File: src/rtl/access_pkg.sv
// Result codes and state encoding shared by the keypad code checker and the
// access controller, so both stages agree on what a strobed code means.
package access_pkg;

  localparam logic [2:0] RES_IDLE  = 3'b000;
  localparam logic [2:0] RES_GRANT = 3'b010;
  localparam logic [2:0] RES_DENY  = 3'b100;

  typedef enum logic [1:0] {
    ST_IDLE     = 2'd0,
    ST_UNLOCKED = 2'd1,
    ST_LOCKED   = 2'd2
  } state_t;

  typedef enum logic [1:0] {
    EV_NONE,
    EV_GRANT,
    EV_DENY,
    EV_BAD
  } event_t;

  // result is only looked at while the strobe is high, so X on an idle bus stays contained
  function automatic event_t classify(input logic stb, input logic [2:0] code);
    event_t ev;
    ev = EV_NONE;
    if (stb) begin
      case (code)
        RES_IDLE:  ev = EV_NONE;
        RES_GRANT: ev = EV_GRANT;
        RES_DENY:  ev = EV_DENY;
        default:   ev = EV_BAD;
      endcase
    end
    return ev;
  endfunction

endpackage

File: src/rtl/access_controller_if.sv
// Result handshake from the code checker (master) to the access controller (slave).
interface access_controller_if;
  logic [2:0] result;
  logic       result_stb;

  modport master (output result, output result_stb);
  modport slave  (input  result, input  result_stb);
endinterface

File: src/rtl/cycle_timer.sv
// Loadable down-counter that parks at zero; load wins over count enable.
module cycle_timer #(
  parameter int unsigned CNT_W = 27
) (
  input  logic             clk,
  input  logic             reset,
  input  logic             load,
  input  logic [CNT_W-1:0] load_val,
  input  logic             en,
  output logic             zero
);

  logic [CNT_W-1:0] count;

  always_ff @(posedge clk or posedge reset) begin
    if (reset) begin
      count <= '0;
    end else if (load) begin
      count <= load_val;
    end else if (en && (count != '0)) begin
      count <= count - CNT_W'(1);
    end
  end

  assign zero = (count == '0);

endmodule

File: src/rtl/access_controller.sv
// Timed unlock / consecutive-denial lockout stage driven by the code checker's
// strobed result; all state responds one cycle after the strobe.
module access_controller
  import access_pkg::*;
#(
  parameter int unsigned MAX_FAILS     = 3,
  parameter int unsigned UNLOCK_CYCLES = 50_000_000,
  parameter int unsigned LOCK_CYCLES   = 100_000_000,
  parameter int unsigned BLINK_HALF    = 12_500_000,
  parameter int unsigned CNT_W         = 27
) (
  input  logic                             clk,
  input  logic                             reset,
  access_controller_if.slave               chk,
  output logic                             unlocked,
  output logic                             locked_out,
  output logic [$clog2(MAX_FAILS+1)-1:0]   fail_count,
  output logic                             led_blink,
  output logic                             bad_result
);

  localparam int unsigned      FW        = $clog2(MAX_FAILS + 1);
  localparam logic [CNT_W-1:0] UNLOCK_LD = CNT_W'(UNLOCK_CYCLES - 1);
  localparam logic [CNT_W-1:0] LOCK_LD   = CNT_W'(LOCK_CYCLES - 1);
  localparam logic [CNT_W-1:0] BLINK_LD  = CNT_W'(BLINK_HALF - 1);

  state_t           state, state_nx;
  event_t           ev;
  logic [FW-1:0]    fail_nx;
  logic             blink_nx;
  logic             deny_locks;
  logic             tmr_load, tmr_zero;
  logic [CNT_W-1:0] tmr_val;
  logic             blk_load, blk_zero;
  logic [CNT_W-1:0] blk_val;

  assign ev         = classify(chk.result_stb, chk.result);
  assign deny_locks = (32'(fail_count) + 32'd1 >= MAX_FAILS);

  cycle_timer #(.CNT_W(CNT_W)) u_state_timer (
    .clk      (clk),
    .reset    (reset),
    .load     (tmr_load),
    .load_val (tmr_val),
    .en       (state != ST_IDLE),
    .zero     (tmr_zero)
  );

  cycle_timer #(.CNT_W(CNT_W)) u_blink_timer (
    .clk      (clk),
    .reset    (reset),
    .load     (blk_load),
    .load_val (blk_val),
    .en       (state == ST_LOCKED),
    .zero     (blk_zero)
  );

  always_ff @(posedge clk or posedge reset) begin
    if (reset) begin
      state      <= ST_IDLE;
      fail_count <= '0;
      led_blink  <= 1'b0;
      bad_result <= 1'b0;
    end else begin
      state      <= state_nx;
      fail_count <= fail_nx;
      led_blink  <= blink_nx;
      bad_result <= (ev == EV_BAD);
    end
  end

  // IDLE and UNLOCKED share strobe handling; expiry is set first so a strobe overrides it
  always_comb begin
    state_nx = state;
    fail_nx  = fail_count;
    blink_nx = led_blink;
    tmr_load = 1'b0;
    tmr_val  = '0;
    blk_load = 1'b0;
    blk_val  = '0;
    case (state)
      ST_IDLE, ST_UNLOCKED: begin
        if ((state == ST_UNLOCKED) && tmr_zero) begin
          state_nx = ST_IDLE;
        end
        if (ev == EV_GRANT) begin
          state_nx = ST_UNLOCKED;
          fail_nx  = '0;
          tmr_load = 1'b1;
          tmr_val  = UNLOCK_LD;
        end else if (ev == EV_DENY) begin
          if (deny_locks) begin
            state_nx = ST_LOCKED;
            fail_nx  = FW'(MAX_FAILS);
            tmr_load = 1'b1;
            tmr_val  = LOCK_LD;
            blk_load = 1'b1;
            blk_val  = BLINK_LD;
            blink_nx = 1'b1;
          end else begin
            state_nx = ST_IDLE;
            fail_nx  = fail_count + FW'(1);
            tmr_load = 1'b1;
          end
        end
      end
      ST_LOCKED: begin
        if (tmr_zero) begin
          state_nx = ST_IDLE;
          fail_nx  = '0;
          blink_nx = 1'b0;
          blk_load = 1'b1;
        end else if (blk_zero) begin
          blink_nx = ~led_blink;
          blk_load = 1'b1;
          blk_val  = BLINK_LD;
        end
      end
      default: state_nx = ST_IDLE;
    endcase
  end

  always_comb begin
    unlocked   = (state == ST_UNLOCKED);
    locked_out = (state == ST_LOCKED);
  end

endmodule
File: src/flat_wrapper.sv
// flat-port wrapper written by rule: the top's interface ports become plain ports
module access_controller_flat import access_pkg::*;
#(
  parameter int unsigned MAX_FAILS     = 3,
  parameter int unsigned UNLOCK_CYCLES = 50_000_000,
  parameter int unsigned LOCK_CYCLES   = 100_000_000,
  parameter int unsigned BLINK_HALF    = 12_500_000,
  parameter int unsigned CNT_W         = 27
)
  (clk, reset, unlocked, locked_out, fail_count, led_blink, bad_result, chk_result, chk_result_stb);
  access_controller_if chk_i ();
  input  logic clk;
  input  logic reset;
  output logic unlocked;
  output logic locked_out;
  output logic [$clog2(MAX_FAILS+1)-1:0] fail_count;
  output logic led_blink;
  output logic bad_result;
  input wire logic [$bits(chk_i.result)-1:0] chk_result;
  input wire logic [$bits(chk_i.result_stb)-1:0] chk_result_stb;
  assign chk_i.result = chk_result;
  assign chk_i.result_stb = chk_result_stb;
  access_controller #(.MAX_FAILS(MAX_FAILS), .UNLOCK_CYCLES(UNLOCK_CYCLES), .LOCK_CYCLES(LOCK_CYCLES), .BLINK_HALF(BLINK_HALF), .CNT_W(CNT_W)) u_core (.clk(clk), .reset(reset), .chk(chk_i), .unlocked(unlocked), .locked_out(locked_out), .fail_count(fail_count), .led_blink(led_blink), .bad_result(bad_result));
endmodule
File: config.mk
export PLATFORM = sky130hd
export DESIGN_NAME = access_controller_flat
export DESIGN_NICKNAME = d
export VERILOG_FILES = /design/src/rtl/access_pkg.sv /design/src/rtl/access_controller_if.sv /design/src/rtl/cycle_timer.sv /design/src/rtl/access_controller.sv /design/src/flat_wrapper.sv
export SDC_FILE = /design/constraint.sdc
export NUM_CORES = 1
export LEC_CHECK = 0
export ABC_AREA = 1
export CORE_ASPECT_RATIO = 0.75
export CORE_UTILIZATION = 60
export CTS_CLUSTER_SIZE = 25
export DETAILED_ROUTE_END_ITERATION = 16
export PLACE_DENSITY = 0.87
export SETUP_SLACK_MARGIN = 0.4
export SYNTH_ARGS = -nofsm -noshare
export SYNTH_HDL_FRONTEND = slang
export SYNTH_HIERARCHICAL = 1
export SYNTH_SLANG_ARGS = --single-unit
File: constraint.sdc
create_clock -name clk -period 3.35 [get_ports clk]
set_clock_uncertainty 0.2 [all_clocks]
set_input_delay 0.335 -clock clk [delete_from_list [all_inputs] [get_ports clk]]
set_output_delay 0.335 -clock clk [all_outputs]
set_load 0.02 [all_outputs]
# After elaboration in Yosys (flattened, before gate mapping)
# Cells that the tools add are included.
[op_classes] add_sub_neg=4 order_cmp=1 eq_ne=14 n_mux=41 bitwise_logic=1 reduce_logical=17
[op_table] operator="27-bit two-way mux" n=11
[op_table] operator="27-bit zero test" n=2
[op_table] operator="27-bit case mux with 2 select lines" n=1
[op_table] operator="27-bit nonzero test" n=2
[op_table] operator="27-bit by 1-bit subtractor with 27-bit output, second input constant" n=2
[op_table] operator="24-bit two-way mux" n=2
[op_table] operator="32-bit by 2-bit greater-or-equal comparator with 1-bit output, second input constant" n=1
[op_table] operator="2-bit two-way mux" n=9
[op_table] operator="1-bit two-way mux" n=13
[op_table] operator="2-bit case mux with 2 select lines" n=2
[op_table] operator="2-bit nonzero test" n=4
[op_table] operator="2-bit == test, second input constant" n=3
[op_table] operator="2-bit by 1-bit != test with 1-bit output, second input constant" n=3
[op_table] operator="3-bit by 1-bit != test with 1-bit output, second input constant" n=2
[op_table] operator="2-bit case mux with 3 select lines" n=1
[op_table] operator="5-bit AND reduction" n=1
[op_table] operator="2-bit by 1-bit == test with 1-bit output, second input constant" n=2
[op_table] operator="4-bit by 1-bit != test with 1-bit output, second input constant" n=1
[op_table] operator="1-bit case mux with 2 select lines" n=2
[op_table] operator="2-bit by 1-bit adder with 3-bit output, second input constant" n=1
[op_table] operator="3-bit by 2-bit == test with 1-bit output, second input constant" n=1
[op_table] operator="3-bit == test, second input constant" n=1
[op_table] operator="1-bit logical AND" n=3
[op_table] operator="3-bit zero test" n=1
[op_table] operator="7 further kinds" n=7
[totals] register_bits=60 inputBits=6 out_inout_bits=6 elab_cells=84

# Longest topological paths before layout
[logic_depth] depth_word=8 mapped_depth=16 mapped_depth_nobuf=15

# Hierarchy
# Netlist, hierarchy kept.
[by_module_without_submodules] mod="cycle_timer at u_core.u_state_timer" instances=1 cells_each=362 area_each_um2=2282.2 seq_area_each_um2=675.6
[by_module_without_submodules] mod="cycle_timer at u_core.u_blink_timer" instances=1 cells_each=359 area_each_um2=2239.6 seq_area_each_um2=675.6
[by_module_without_submodules] mod="access_controller" instances=1 cells_each=62 area_each_um2=429.2 seq_area_each_um2=150.1

# Worst setup path after synthesis
# Ideal clock, no wire load.
[synth_path] path_type="register -> register" startpoint="reg u_core.u_blink_timer.count[0]" endpoint="reg u_core.u_blink_timer.count[0]" setup_ps=74 arrival_ps=2440 required_ps=3076 slack_ps=636 path_stages_with_launch=13 path_buffers=0 period_less_slack_ps=2714 cell_sequence="dfrtp_1 > inv_1 > ha_1 > nand2_4 > nor2_8 > nand2_2 > nor3_1 > inv_1 > o21ai_0 > nand2_1 > o21ai_0 > nand2_1 > o21ai_2"
[synth_between] elab_chain_len=5 elab_cells_between_ends=13 cone_classes="1 x add/sub; 8 x mux; 4 x reduce/logical"
[synth_lines] item="start, declared" line_no="cycle_timer.sv:13" text="logic [CNT_W-1:0] count;"
[synth_lines] item="start signal, assigned" line_no="cycle_timer.sv:19" text="count <= load_val;"
[synth_lines] item="start signal, assigned" line_no="cycle_timer.sv:21" text="count <= count - CNT_W'(1);"
[synth_lines] item="27-bit zero test" line_no="cycle_timer.sv:25" text="assign zero = (count == '0);"
[synth_lines] item="via u_core.blk_zero" line_no="access_controller.sv:34" text="logic blk_load, blk_zero;"
[synth_lines] item="24-bit two-way mux" line_no="access_controller.sv:113" text="end else if (blk_zero) begin"
[synth_lines] item="27-bit two-way mux" line_no="access_controller.sv:108" text="if (tmr_zero) begin"
[synth_lines] item="27-bit case mux with 2 select lines" line_no="access_controller.sv:81" text="case (state)"
[synth_lines] item="via u_core.blk_val[0]" line_no="access_controller.sv:35" text="logic [CNT_W-1:0] blk_val;"
[synth_lines] item="27-bit two-way mux" line_no="cycle_timer.sv:18" text="end else if (load) begin"
# The timed path passes the listed nets, and every way through them passes these cells. The select of a mux whose other input is x is not followed.
# A chain may end at the register's enable or synchronous reset.

# Worst setup path in the final report
[layout_path] startpoint="reg u_core.u_state_timer.count[0]" endpoint="reg u_core.u_blink_timer.count[16]"
[layout_between] elab_chain_len=4 elab_cells_between_ends=7 cone_classes="5 x mux; 2 x reduce/logical"
[layout_lines] item="start, declared" line_no="cycle_timer.sv:13"
[layout_lines] item="start signal, assigned" line_no="cycle_timer.sv:19"
[layout_lines] item="start signal, assigned" line_no="cycle_timer.sv:21"
[layout_lines] item="27-bit zero test *" line_no="cycle_timer.sv:25"
[layout_lines] item="via u_core.tmr_zero" line_no="access_controller.sv:32" text="logic tmr_load, tmr_zero;"
[layout_lines] item="1-bit two-way mux *" line_no="access_controller.sv:108"
[layout_lines] item="1-bit case mux with 2 select lines *" line_no="access_controller.sv:81"
[layout_lines] item="via u_core.blk_load" line_no="access_controller.sv:34"
[layout_lines] item="27-bit two-way mux or 2-bit nonzero test (tied branches)"
# The timed path passes the listed nets; every way through them passes the cells marked *.

==> flow_summary.toml <==
[run_status]
run_status = "completed"

[global_route]
antenna_found_initial = 0
grt_first_pass_wirelength_um = 21500
largest_net_degree_at_the_start_of_global_routing = 39
overall_routing_resource_usage = 0.315
number_of_global_route_vias_before_repair = 4685
globalRoute.totalOverflow = 0

[power]
post-layout-total-power_mw = 5.02
power.share.clock = 0.144
comb_power_share = 0.583
power.sequential.fraction = 0.273
worst_ir_drop_on_vdd_uv = 558
intPower_mw = 2.36
p_sw_frac = 0.529
leakage_nw = 2.88
netSwitchingPower_mw = 2.65
powerDensity_nw_per_um2 = 929

[sta]
slew_viol_final = 0
fin_tns_setup_ns = 0
timing.fmax_ghz = 0.359
hold_viol = 0
timing.final.crit_period_ns = 2.79
setup-violations-final = 0
worst_pin_slew_ns = 0.512
fin_crit_sh = 0.831
holdWs_ns = 0.0679
grt_setup_unrepaired = "false"
max_slew_margin = 0.658

[yosys]
post_synth.cell_area_avg_um2 = 6.32
netlist_instances = 783
synth.top_cells.by_area = "sky130_fd_sc_hd__dfrtp_1 (30%), sky130_fd_sc_hd__nand2_1 (21%), sky130_fd_sc_hd__nand3_1 (12%), sky130_fd_sc_hd__nor2_1 (6.7%), sky130_fd_sc_hd__inv_1 (6.3%)"
synth_seq_cells = 60
synthDominantCellAreaShare = 0.303
synth.distinct_cells = 30
ys_seq_area_frac = 0.303
yosys_warnings = 6
post_synth_instance_area_um2 = 4950
synth_area_leader_cell = "sky130_fd_sc_hd__dfrtp_1"

[detailed_routing]
drcViolationCount = 0
drt-pass1-iter-count = 5
routed_vias_inst = 5.62
drtAntennaViolNets = 0
route.final.wire_length_um = 12700
route.detailed.wl_per_inst_um = 13.9
iteration_0_drc_markers = 510
dr_total_vias = 5146

[clock_network]
clock-sinks = 60
cts_root_buffer = "sky130_fd_sc_hd__clkbuf_8"
buffers_inserted_by_post_cts_timing_repair = 0
cts-htree-levels = 3
path_clk_slew_ns = 0.08
clock_tree_from_tritoncts = "yes"
cts-hold-fix-buffers = 0
cts_buffers = 9
clk_path_buf_depth = 2
worst_skew_pair.late_latency_ns = 0.36

[floorplan]
die_area_um2 = 8620
chipWidth_um = 107
top_level_ports = 12
placement_rows = 28
chipHeight_um = 80.7
floorplan.core_area_um2 = 7950
initial_core_util = 0.623

[critical_path]
arrival_ns = 2.84
timing_worst_setup_path_type = "register to register"
crit_required_ns = 3.40
setup.worst_path.start_class = "register"
path_max_fanout = 38
worst_setup_path_end_kind = "register"

[final_layout]
layout-drive-gt1-share = 0.135
flow.area_growth_from_synthesis_pct = 9.07
final_core_utilization = 0.679
nNetsFinal = 817
n_antenna_cell = 0

[min_path]
worst_hold_path_type = "input pin to asynchronous set/reset pin"

[placement]
port_buffers = 11
final_weighted_congestion_in_routability_driven_placement = 0.959
place_hpwl_um = 8970

[job]
max_cap_violations = 0
power by group through the flow:
stage                     sequential (mW)  clock, mW  combinational, mW
after floorplan                      1.28          0               2.34
after global placement               1.35          0               2.68
after detailed placement             1.36          0               2.81
after CTS                            1.35      0.728               2.85
after global routing                 1.41      0.754               3.25
final                                1.37      0.722               2.92
synth_stat cells:
master / number
sky130_fd_sc_hd__a21oi_1: 3
sky130_fd_sc_hd__nand3_1: 116
sky130_fd_sc_hd__xnor2_1: 1
sky130_fd_sc_hd__inv_1: 83
sky130_fd_sc_hd__nand2_4: 8
sky130_fd_sc_hd__nand3b_1: 3
sky130_fd_sc_hd__nor3_1: 2
sky130_fd_sc_hd__nor2_8: 2
sky130_fd_sc_hd__and2_1: 2
sky130_fd_sc_hd__o21ai_2: 29
sky130_fd_sc_hd__or2_2: 1
sky130_fd_sc_hd__buf_2: 2
sky130_fd_sc_hd__nand4_1: 13
sky130_fd_sc_hd__nor2_2: 6
sky130_fd_sc_hd__buf_4: 2
sky130_fd_sc_hd__dfrtp_1: 60
sky130_fd_sc_hd__nor2_1: 88
sky130_fd_sc_hd__xor2_1: 3
sky130_fd_sc_hd__clkbuf_1: 7
sky130_fd_sc_hd__nand2_2: 18
sky130_fd_sc_hd__or2_4: 1
sky130_fd_sc_hd__nand3_2: 1
sky130_fd_sc_hd__ha_1: 5
sky130_fd_sc_hd__buf_6: 9
sky130_fd_sc_hd__nor2_4: 8
sky130_fd_sc_hd__nand2_1: 280
sky130_fd_sc_hd__inv_2: 8
sky130_fd_sc_hd__o21ai_0: 18
sky130_fd_sc_hd__conb_1: 1
sky130_fd_sc_hd__buf_1: 3
cell type report:
class / instances / area, µm²
clock buffers: 10 / 128
clock inverters: 5 / 77.6
fillers: 656 / 2550
inverters: 91 / 344
multi-input cells: 624 / 3040
flip-flops and latches: 60 / 1500
well taps: 105 / 131
repair buffers: 20 / 181
cell families (layout without fill, tap and decap cells):
logic type,Yosys count,in the layout,share of synthesized area
fa+ha+maj,5,5,0.0126
buf+inv,114,126,0.102
xor+xnor,4,4,0.00708
compound gates,50,50,0.0725
simple gates,549,550,0.502
flops,60,60,0.303
other cells,1,15,0.000757
worst paths after layout:
| path | cells past startpoint | slack [ns] | to | startpoint |
|---|---|---|---|---|
| min in group clk | 2 | 0.36 | u_core/u_blink_timer/count[1]$_DFFE_PP0P_ | u_core/u_blink_timer/count[1]$_DFFE_PP0P_ |
| hold / removal | 2 | 0.07 | u_core/state[0]$_DFFE_PP0P_ | reset |
| setup reg to reg | 15 | 0.56 | u_core/u_blink_timer/count[16]$_DFFE_PP0P_ | u_core/u_state_timer/count[0]$_DFFE_PP0P_ |
| max in group asynchronous | 3 | 2.43 | u_core/u_state_timer/count[9]$_DFFE_PP0P_ | reset |
| setup / recovery | 15 | 0.56 | u_core/u_blink_timer/count[16]$_DFFE_PP0P_ | u_core/u_state_timer/count[0]$_DFFE_PP0P_ |
| hold reg to reg | 2 | 0.36 | u_core/u_blink_timer/count[1]$_DFFE_PP0P_ | u_core/u_blink_timer/count[1]$_DFFE_PP0P_ |
through the flow:
stage	instances	setup WS, ns	cell area, µm²
after floorplan	797	0.636	5000
after global placement	899	0.342	5150
after detailed placement	899	0.202	5150
after CTS	915	0.409	5390
after global routing	915	0.384	5400
final	915	0.565	5400
routing by layer:
layer | vias to the layer above | global-route usage | part of all wire
met5 | - | 0 | 0
met4 | 0 | 0.114 | 0.017
li1 | 2497 | - | -
met2 | 265 | 0.474 | 0.44
met3 | 31 | 0.0820 | 0.10
met1 | 2353 | 0.435 | 0.44
cells in the final DEF, fill, tap and decap left out, types with 2 or more instances in the layout:
cell / netlist / final
sky130_fd_sc_hd__ha_1: 5 / 4
sky130_fd_sc_hd__dfrtp_1: 60 / 60
sky130_fd_sc_hd__inv_2: 8 / 7
sky130_fd_sc_hd__a21oi_1: 3 / 3
sky130_fd_sc_hd__nand3_1: 116 / 116
sky130_fd_sc_hd__nand4_1: 13 / 13
sky130_fd_sc_hd__nand2_8: 0 / 2
sky130_fd_sc_hd__nand3b_1: 3 / 3
sky130_fd_sc_hd__nor2_8: 2 / 2
sky130_fd_sc_hd__o21ai_2: 29 / 30
sky130_fd_sc_hd__conb_1: 1 / 15
sky130_fd_sc_hd__clkbuf_8: 0 / 9
sky130_fd_sc_hd__and2_1: 2 / 2
sky130_fd_sc_hd__clkdlybuf4s50_1: 0 / 11
sky130_fd_sc_hd__o21ai_0: 18 / 17
sky130_fd_sc_hd__inv_1: 83 / 83
sky130_fd_sc_hd__nor2_1: 88 / 88
sky130_fd_sc_hd__nand2_2: 18 / 18
sky130_fd_sc_hd__clkinv_2: 0 / 2
sky130_fd_sc_hd__nor2_4: 8 / 8
sky130_fd_sc_hd__nand2_1: 280 / 280
sky130_fd_sc_hd__bufinv_16: 0 / 2
sky130_fd_sc_hd__nor2_2: 6 / 6
sky130_fd_sc_hd__xor2_1: 3 / 3
sky130_fd_sc_hd__nand2_4: 8 / 7
sky130_fd_sc_hd__buf_4: 2 / 8
registers in the layout, summed over array words and instances (netlist names):
name and cells:
u_core/state 2, u_core/bad_result 1, u_core/u_blink_timer/count 27, u_core/led_blink 1, u_core/u_state_timer/count 27, u_core/fail_count 2
worst max-delay path, stage by stage, from the launching register on:
cell                      delay, ns
sky130_fd_sc_hd__dfrtp_1       0.38
sky130_fd_sc_hd__inv_1         0.12
sky130_fd_sc_hd__ha_1          0.34
sky130_fd_sc_hd__nand2_4       0.14
sky130_fd_sc_hd__nor2_8        0.17
sky130_fd_sc_hd__nand2_4       0.08
sky130_fd_sc_hd__nor3_2        0.23
sky130_fd_sc_hd__inv_1         0.13
sky130_fd_sc_hd__nand2_1       0.08
sky130_fd_sc_hd__nand2_1       0.07
sky130_fd_sc_hd__nand2_1       0.16
sky130_fd_sc_hd__inv_4         0.20
sky130_fd_sc_hd__nand3_1       0.16
sky130_fd_sc_hd__nand2_1       0.06
sky130_fd_sc_hd__nand2_1       0.08
sky130_fd_sc_hd__o21ai_2       0.06
timing repair:
item                                   CTS  global route
resized for setup                        3             4
endpoints found under the hold margin    0             0
gates cloned                             1             0
setup endpoints to repair               15            23
pin swaps                                1             0
Note: power is estimated with default switching activity, not from simulation.
